File: src/rtl/traffic_sequencer.sv
// Traffic-light sequencer: timed GREEN/YELLOW/RED cycle with a latched pedestrian
// request, a WALK/CLEAR crossing phase and a flashing-yellow night mode.
`timescale 1ns/1ps

module traffic_sequencer #(
    parameter logic [11:0] C_COLORS      = {3'b100, 3'b010, 3'b110, 3'b111},
    parameter int unsigned C_TICK_CYCLES = 100000,
    parameter int unsigned C_T_GREEN_MIN = 5000,
    parameter int unsigned C_T_GREEN_MAX = 20000,
    parameter int unsigned C_T_YELLOW    = 3000,
    parameter int unsigned C_T_RED       = 2000,
    parameter int unsigned C_T_WALK      = 8000,
    parameter int unsigned C_T_CLEAR     = 2000,
    parameter int unsigned C_T_FLASH     = 500
) (
    input  logic        clk,
    input  logic        rstb,
    input  logic [1:0]  inPedestrian,
    input  logic        inFlash,
    output logic [11:0] outRGB,
    output logic [2:0]  outLight,
    output logic        outPedWait
);

    typedef enum logic [2:0] {
        ST_RED    = 3'd0,
        ST_GREEN  = 3'd1,
        ST_YELLOW = 3'd2,
        ST_WALK   = 3'd3,
        ST_CLEAR  = 3'd4,
        ST_FLASH  = 3'd5
    } state_t;

    localparam logic [31:0] TICK_LAST      = 32'(C_TICK_CYCLES - 1);
    localparam logic [15:0] GREEN_MIN_LAST = 16'(C_T_GREEN_MIN - 1);
    localparam logic [15:0] GREEN_MAX_LAST = 16'(C_T_GREEN_MAX - 1);
    localparam logic [15:0] YELLOW_LAST    = 16'(C_T_YELLOW - 1);
    localparam logic [15:0] RED_LAST       = 16'(C_T_RED - 1);
    localparam logic [15:0] WALK_LAST      = 16'(C_T_WALK - 1);
    localparam logic [15:0] CLEAR_LAST     = 16'(C_T_CLEAR - 1);
    localparam logic [15:0] FLASH_LAST     = 16'(C_T_FLASH - 1);

    localparam logic [11:0] MASK_RED    = 12'hE00;
    localparam logic [11:0] MASK_GREEN  = 12'h1C0;
    localparam logic [11:0] MASK_YELLOW = 12'h038;
    localparam logic [11:0] MASK_WALK   = 12'h007;

    state_t      state;
    state_t      state_next;
    logic [31:0] prescaler;
    logic [15:0] count;
    logic        pending;
    logic        flash_bit;
    logic        tick;
    logic        flash_toggle;
    logic        entering;
    logic [11:0] mask;

    assign tick         = (prescaler == TICK_LAST);
    assign flash_toggle = (state == ST_FLASH) && tick && (count == FLASH_LAST);
    assign entering     = (state_next != state);

    always_comb begin
        state_next = state;
        case (state)
            ST_RED: begin
                if (tick && count == RED_LAST) begin
                    if (inFlash)      state_next = ST_FLASH;
                    else if (pending) state_next = ST_WALK;
                    else              state_next = ST_GREEN;
                end
            end
            ST_GREEN: begin
                // Early exit once the minimum has elapsed and someone is waiting
                if (tick && (count == GREEN_MAX_LAST ||
                             (count >= GREEN_MIN_LAST && (pending || inFlash))))
                    state_next = ST_YELLOW;
            end
            ST_YELLOW: begin
                if (tick && count == YELLOW_LAST)
                    state_next = inFlash ? ST_FLASH : ST_RED;
            end
            ST_WALK: begin
                if (tick && count == WALK_LAST)
                    state_next = ST_CLEAR;
            end
            ST_CLEAR: begin
                if (tick && count == CLEAR_LAST)
                    state_next = inFlash ? ST_FLASH : ST_GREEN;
            end
            ST_FLASH: begin
                if (!inFlash)
                    state_next = ST_RED;
            end
            default: state_next = ST_RED;
        endcase
    end

    always_ff @(posedge clk or negedge rstb) begin
        if (!rstb) begin
            state     <= ST_RED;
            prescaler <= '0;
            count     <= '0;
            pending   <= 1'b0;
            flash_bit <= 1'b1;
        end else begin
            state <= state_next;

            if (entering) begin
                prescaler <= '0;
                count     <= '0;
            end else if (tick) begin
                prescaler <= '0;
                count     <= flash_toggle ? 16'd0 : count + 16'd1;
            end else begin
                prescaler <= prescaler + 32'd1;
            end

            if (entering && state_next == ST_FLASH)
                flash_bit <= 1'b1;
            else if (flash_toggle)
                flash_bit <= ~flash_bit;

            // Entering WALK serves the request, so the clear beats a same-cycle press
            if (entering && state_next == ST_WALK)
                pending <= 1'b0;
            else if (state != ST_WALK && |inPedestrian)
                pending <= 1'b1;
        end
    end

    always_comb begin
        mask = MASK_RED;
        case (state)
            ST_RED:    mask = MASK_RED;
            ST_CLEAR:  mask = MASK_RED;
            ST_WALK:   mask = MASK_RED | MASK_WALK;
            ST_GREEN:  mask = MASK_GREEN;
            ST_YELLOW: mask = MASK_YELLOW;
            ST_FLASH:  mask = flash_bit ? MASK_YELLOW : 12'h000;
            default:   mask = MASK_RED;
        endcase
    end

    assign outRGB     = C_COLORS & mask;
    assign outLight   = state;
    assign outPedWait = pending;

endmodule

File: config.mk
export PLATFORM = sky130hd
export DESIGN_NAME = traffic_sequencer
export DESIGN_NICKNAME = d
export VERILOG_FILES = /design/src/rtl/traffic_sequencer.sv
export SDC_FILE = /design/constraint.sdc
export NUM_CORES = 1
export LEC_CHECK = 0
export CAP_MARGIN = 20
export CELL_PAD_IN_SITES_DETAIL_PLACEMENT = 0
export CELL_PAD_IN_SITES_GLOBAL_PLACEMENT = 1
export CORE_ASPECT_RATIO = 0.5
export CORE_UTILIZATION = 49
export CTS_CLUSTER_SIZE = 10
export DETAILED_ROUTE_END_ITERATION = 8
export PLACE_DENSITY = 0.91
export REMOVE_ABC_BUFFERS = 1
export SLEW_MARGIN = 40
export SYNTH_ARGS = -nofsm -noshare
export SYNTH_HDL_FRONTEND = slang
export SYNTH_SLANG_ARGS = --single-unit
File: constraint.sdc
create_clock -name clk -period 5.3 [get_ports clk]
set_input_delay 1.06 -clock clk [delete_from_list [all_inputs] [get_ports clk]]
set_output_delay 1.06 -clock clk [all_outputs]
set_load 0.1 [all_outputs]
# Word level (Yosys, flattened, before mapping)
# Index checks and enable logic that the tools add are counted.
[word_totals] latchBits=0 ram_bits=0 word_cells=63 mem_bits_ro=0 memories=0 regBits=53 in_bits=5
[classes] order_cmp=1 multipliers=0 add_sub_neg=2 n_div=0 n_shift=0 eq_ne=15 reduce_logical=17 n_mux=22 bitwise_logic=1
[op_table] operator="32-bit two-way mux" count=2
[op_table] operator="16-bit two-way mux" count=3
[op_table] operator="12-bit case mux with 4 select lines" count=1
[op_table] operator="32-bit by 1-bit adder with 32-bit output, second input constant" count=1
[op_table] operator="32-bit by 17-bit == test with 1-bit output, second input constant" count=1
[op_table] operator="3-bit two-way mux" count=9
[op_table] operator="3-bit case mux with 6 select lines" count=1
[op_table] operator="16-bit by 1-bit adder with 16-bit output, second input constant" count=1
[op_table] operator="16-bit by 11-bit == test with 1-bit output, second input constant" count=1
[op_table] operator="16-bit by 12-bit == test with 1-bit output, second input constant" count=1
[op_table] operator="16-bit by 13-bit == test with 1-bit output, second input constant" count=1
[op_table] operator="16-bit by 15-bit == test with 1-bit output, second input constant" count=1
[op_table] operator="16-bit by 9-bit == test with 1-bit output, second input constant" count=1
[op_table] operator="16-bit by 13-bit >= comparator with 1-bit output, second input constant" count=1
[op_table] operator="1-bit logical AND" count=10
[op_table] operator="3-bit by 2-bit == test with 1-bit output, second input constant" count=3
[op_table] operator="3-bit == test, second input constant" count=3
[op_table] operator="6-bit two-way mux" count=1
[op_table] operator="2-bit nonzero test" count=3
[op_table] operator="1-bit two-way mux" count=4
[op_table] operator="3-bit by 1-bit == test with 1-bit output, second input constant" count=1
[op_table] operator="3-bit logical NOT" count=1
[op_table] operator="3-bit by 2-bit inequality test with 1-bit output, second input constant" count=1
[op_table] operator="3-bit inequality test" count=1
[op_table] operator="4 further kinds" count=5

# Depth between registers and ports, before layout
[logic_depth] depth_word=9 ltp_mapped=9 mapped_depth_nobuf=8

# Worst setup path after synthesis
# Ideal clock, no wire load.
[synth_timing] kind="register -> output" start="reg state[0], in the netlist outLight[0]" end="out outRGB[7]" setup_slack_ns=1.397 path_stages_with_launch=4 path_buffers=1 required_time_ns=4.240 arrival_ns=2.843 cell_sequence="dfrtp_1 -> clkbuf_1 -> nor2b_1 -> nor2b_1"
[synth_between] elab_chain_cells=2 word_cells_on_any_way=5 cone_classes="eq/ne: 4; mux: 1"
[synth_lines] element="start: declaration" line_no="48" rtl="state_t state;"
[synth_lines] element="start signal: assignment" line_no="107" rtl="state <= state_next;"
[synth_lines] element="3-bit == test (tied with other cells)" line_no="134" rtl="case (state)"
[synth_lines] element="12-bit case mux with 4 select lines (*)" line_no="134"
[synth_lines] element="end: declaration" line_no="20" rtl="output logic [11:0] outRGB,"
# Every way passes the cells marked *; elsewhere a longest branch is shown, timed or not.

# Worst setup path in the final report
[layout_timing] start="reg prescaler[12]" end="reg prescaler[26]"
[layout_between] elab_chain_cells=6 word_cells_on_any_way=15 cone_classes="add/sub: 1; eq/ne: 2; mux: 8; reduce/logical: 4"
[layout_lines] element="start: declaration" line_no="50" rtl="logic [31:0] prescaler;"
[layout_lines] element="start signal: assignment" line_no="116" rtl="prescaler <= prescaler + 32'd1;"
[layout_lines] element="parallel branches: the longest is 5 deep, another holds 32-bit by 1-bit adder with 32-bit output"
[layout_lines] element="32-bit two-way mux (*)" line_no="109" rtl="if (entering) begin"
# Mark *: on every way between the ends.
# A chain may end at the register's enable or synchronous reset.

==> reports/qor.yml <==
timing:
  tns_ps: 0
  rsz0062_at_grt: "false"
  fin_crit_ps: 3000
  fin_crit_sh: 0.566
  max_freq_mhz: 333
  finalSetupViolCount: 0
  layout_setup_ws_ps: 2300
  hold_viol_final: 0
  slew_violations: 0
  max_slew_margin: 0.514
  hold_slack_ps: 495
  clock_skew_ps: 2.70
  max_slew.worst_pin.slew_ps: 719
setup_path:
  timing.critical_path.buf_inv: 0
  worst-setup-path-type: "reg2reg"
  cp.depth: 7
  r2r_slack_ps: 2300
  endpoint: "prescaler[26]"
  cp.arrival_ps: 3160
  cp_max_fo: 31
  critPathCaptureType: "flip-flop"
  cp.required_ps: 5460
  cpLargestDelayFamily: "simple AND/OR/NAND/NOR gates"
  crit_slowest_cell: "or4_1"
  r2r_end: "prescaler[26]"
  cp_cell_sequence: "nor4_1 > nand4_1 > or4_1 > nor3_1 > o221ai_1 > nand2_2 > nor2_1"
  r2r-start: "prescaler[12]"
  cp-start-kind: "flip-flop"
  startpoint: "prescaler[12]"
  rr_worst_depth: 7
  cpPeakStageDelay_ps: 710
placed_design:
  placed_cell_area_sq_um: 3200
  dp_slack_ps: 2230
  place_inst: 438
  gp_congestion: 0.939
  io_buffers: 15
  dp_hpwl_mm: 4.58
global_routing:
  grt.total_usage: 0.222
  grt_pass1_wl_mm: 11.5
  antenna_found_initial: 0
  grt_pass1_vias: 2439
  grt_max_degree: 54
  grt_overflow: 0
detailed_routing:
  vias_per_cell: 5.63
  drtPass1Iterations: 4
  vias: 2513
  postRouteAntennaNets: 0
  wire_per_inst_um: 14.8
  wl_mm: 6.62
  route.detailed.drc: 0
  drtIter0Drc: 183
final_layout:
  post-route-util: 0.589
  fillCellCount: 523
  antenna_cells: 0
  fin_cells: 446
  synthToLayoutAreaGrowth_pct: 10.0
  final_area_sq_um: 3390
  drive_gt1_frac: 0.0967
  final_nets: 368
clocking:
  cts.sinks: 53
  insertion_delay_ps: 290
  clkTransAtPathRegs_ps: 70
  clockBufferDepth: 2
  cts_resized: 0
  cts_setup_buffers: 0
  ctsRootBufferMaster: "clkbuf_16"
  cts.hold.buffers_added: 0
  cts_tree: "yes"
  ctsHtreeMaxLevel: 2
  cts_buffers: 5
logic_synthesis:
  avgSynthCellArea_sq_um: 8.70
  synth.top_cells.by_count: "63 x nor2_1, 52 x dfrtp_1, 35 x nand2_1"
  netlist_top_cells_area: "dfrtp_1 42%, nor2_1 7.7%, xnor2_1 6.8%"
  yosysTopAreaCell: "dfrtp_1"
  synth_ff_type: "dfrtp_1"
  syn_inst: 354
  ys_types: 51
  synth_edf_count: 0
  yosysMostFrequentCell: "nor2_1"
  async_flop_share: 1.00
  synth_area_sq_um: 3080
  synth.top_cell.area_share: 0.423
  synth_warnings: 0
  synth-seq-cells: 53
  ys_seq_area_frac: 0.431
die:
  chipHeight_um: 58.1
  coreArea_sq_um: 5750
  num_rows: 19
  initial_core_util: 0.535
  die_x_um: 114
  die_area_sq_um: 6620
  io_pins: 21
pwr:
  vdd_ir_drop_max_mv: 0.126
  total_power_mw: 0.849
  leakage_nw: 1.52
  powerDensity_nw_per_um2: 251
status:
  status: "finished, final reports clean"
run:
  maxCapViolCount: 0
worst_hold_path:
  hold_class: "reg2reg"
  hold_depth: 1
==> area by class of cell <==
cell class,count,area [sq um],area share
clock buffer,5,125,0.0369
timing repair buffer,17,105,0.0310
inverter,11,41.3,0.0122
multi-input combinational,273,1620,0.478
clock inverter,3,65.1,0.0192
tap,84,105,0.0310
sequential,53,1330,0.392
==> layout by cell type, fill, tap and decap left out, types with 3 or more instances in the layout <==
cell	Yosys	routed
nand4b_1	3	3
dfrtp_1	52	52
nor2b_1	5	5
and3_1	10	10
nand3_1	20	20
conb_1	1	5
inv_1	11	11
a21oi_1	11	11
clkdlybuf4s50_1	0	3
nor4_1	9	9
xnor2_1	24	24
buf_2	1	12
clkbuf_16	0	5
nor2_1	63	63
or4_1	4	4
or3_1	6	6
nand2_1	35	34
nor3_1	12	12
nand4_1	7	7
nand2b_1	5	5
o21ai_0	4	4
xor2_1	17	17
==> flip-flops by register name, summed over array words and instances, names as in the netlist <==
| name | flops |
|---|---|
| prescaler | 32 |
| flash_bit | 1 |
| count | 16 |
| outPedWait | 1 |
| outLight | 3 |
==> how the worst min path moves through the flow <==
| stage | from | to | slack (ps) |
|---|---|---|---|
| after floorplan | prescaler[0] | prescaler[0] | 460 |
| after global placement | prescaler[0] | prescaler[0] | 490 |
| after detailed placement | prescaler[0] | prescaler[0] | 480 |
| after CTS | prescaler[0] | prescaler[0] | 500 |
| after global routing | prescaler[0] | prescaler[0] | 540 |
| final | prescaler[0] | prescaler[0] | 490 |
==> where the power goes <==
| part | switching (mW) | internal, mW |
|---|---|---|
| Sequential | 0 | 0.404 |
| Combinational | 0.0244 | 0.00340 |
| Clock | 0.147 | 0.270 |
| Total | 0.172 | 0.677 |
==> kinds of logic after synthesis <==
family / share of synthesized area
simple gates: 0.330
flops: 0.431
xor+xnor: 0.117
buf+inv: 0.0492
compound gates: 0.0605
fa+ha+maj: 0.00813
other cells: 0.00122
mux: 0.00366
==> per-layer routing <==
layer / up-vias / GRT usage / part of all wire
li1: 1210 / - / -
met1: 1233 / 0.295 / 0.47
met2: 62 / 0.370 / 0.47
met3: 8 / 0.0586 / 0.051
met4: 0 / 0.0519 / 0.0085
met5: - / 0 / 0
Power figures use the tool's default switching activity.
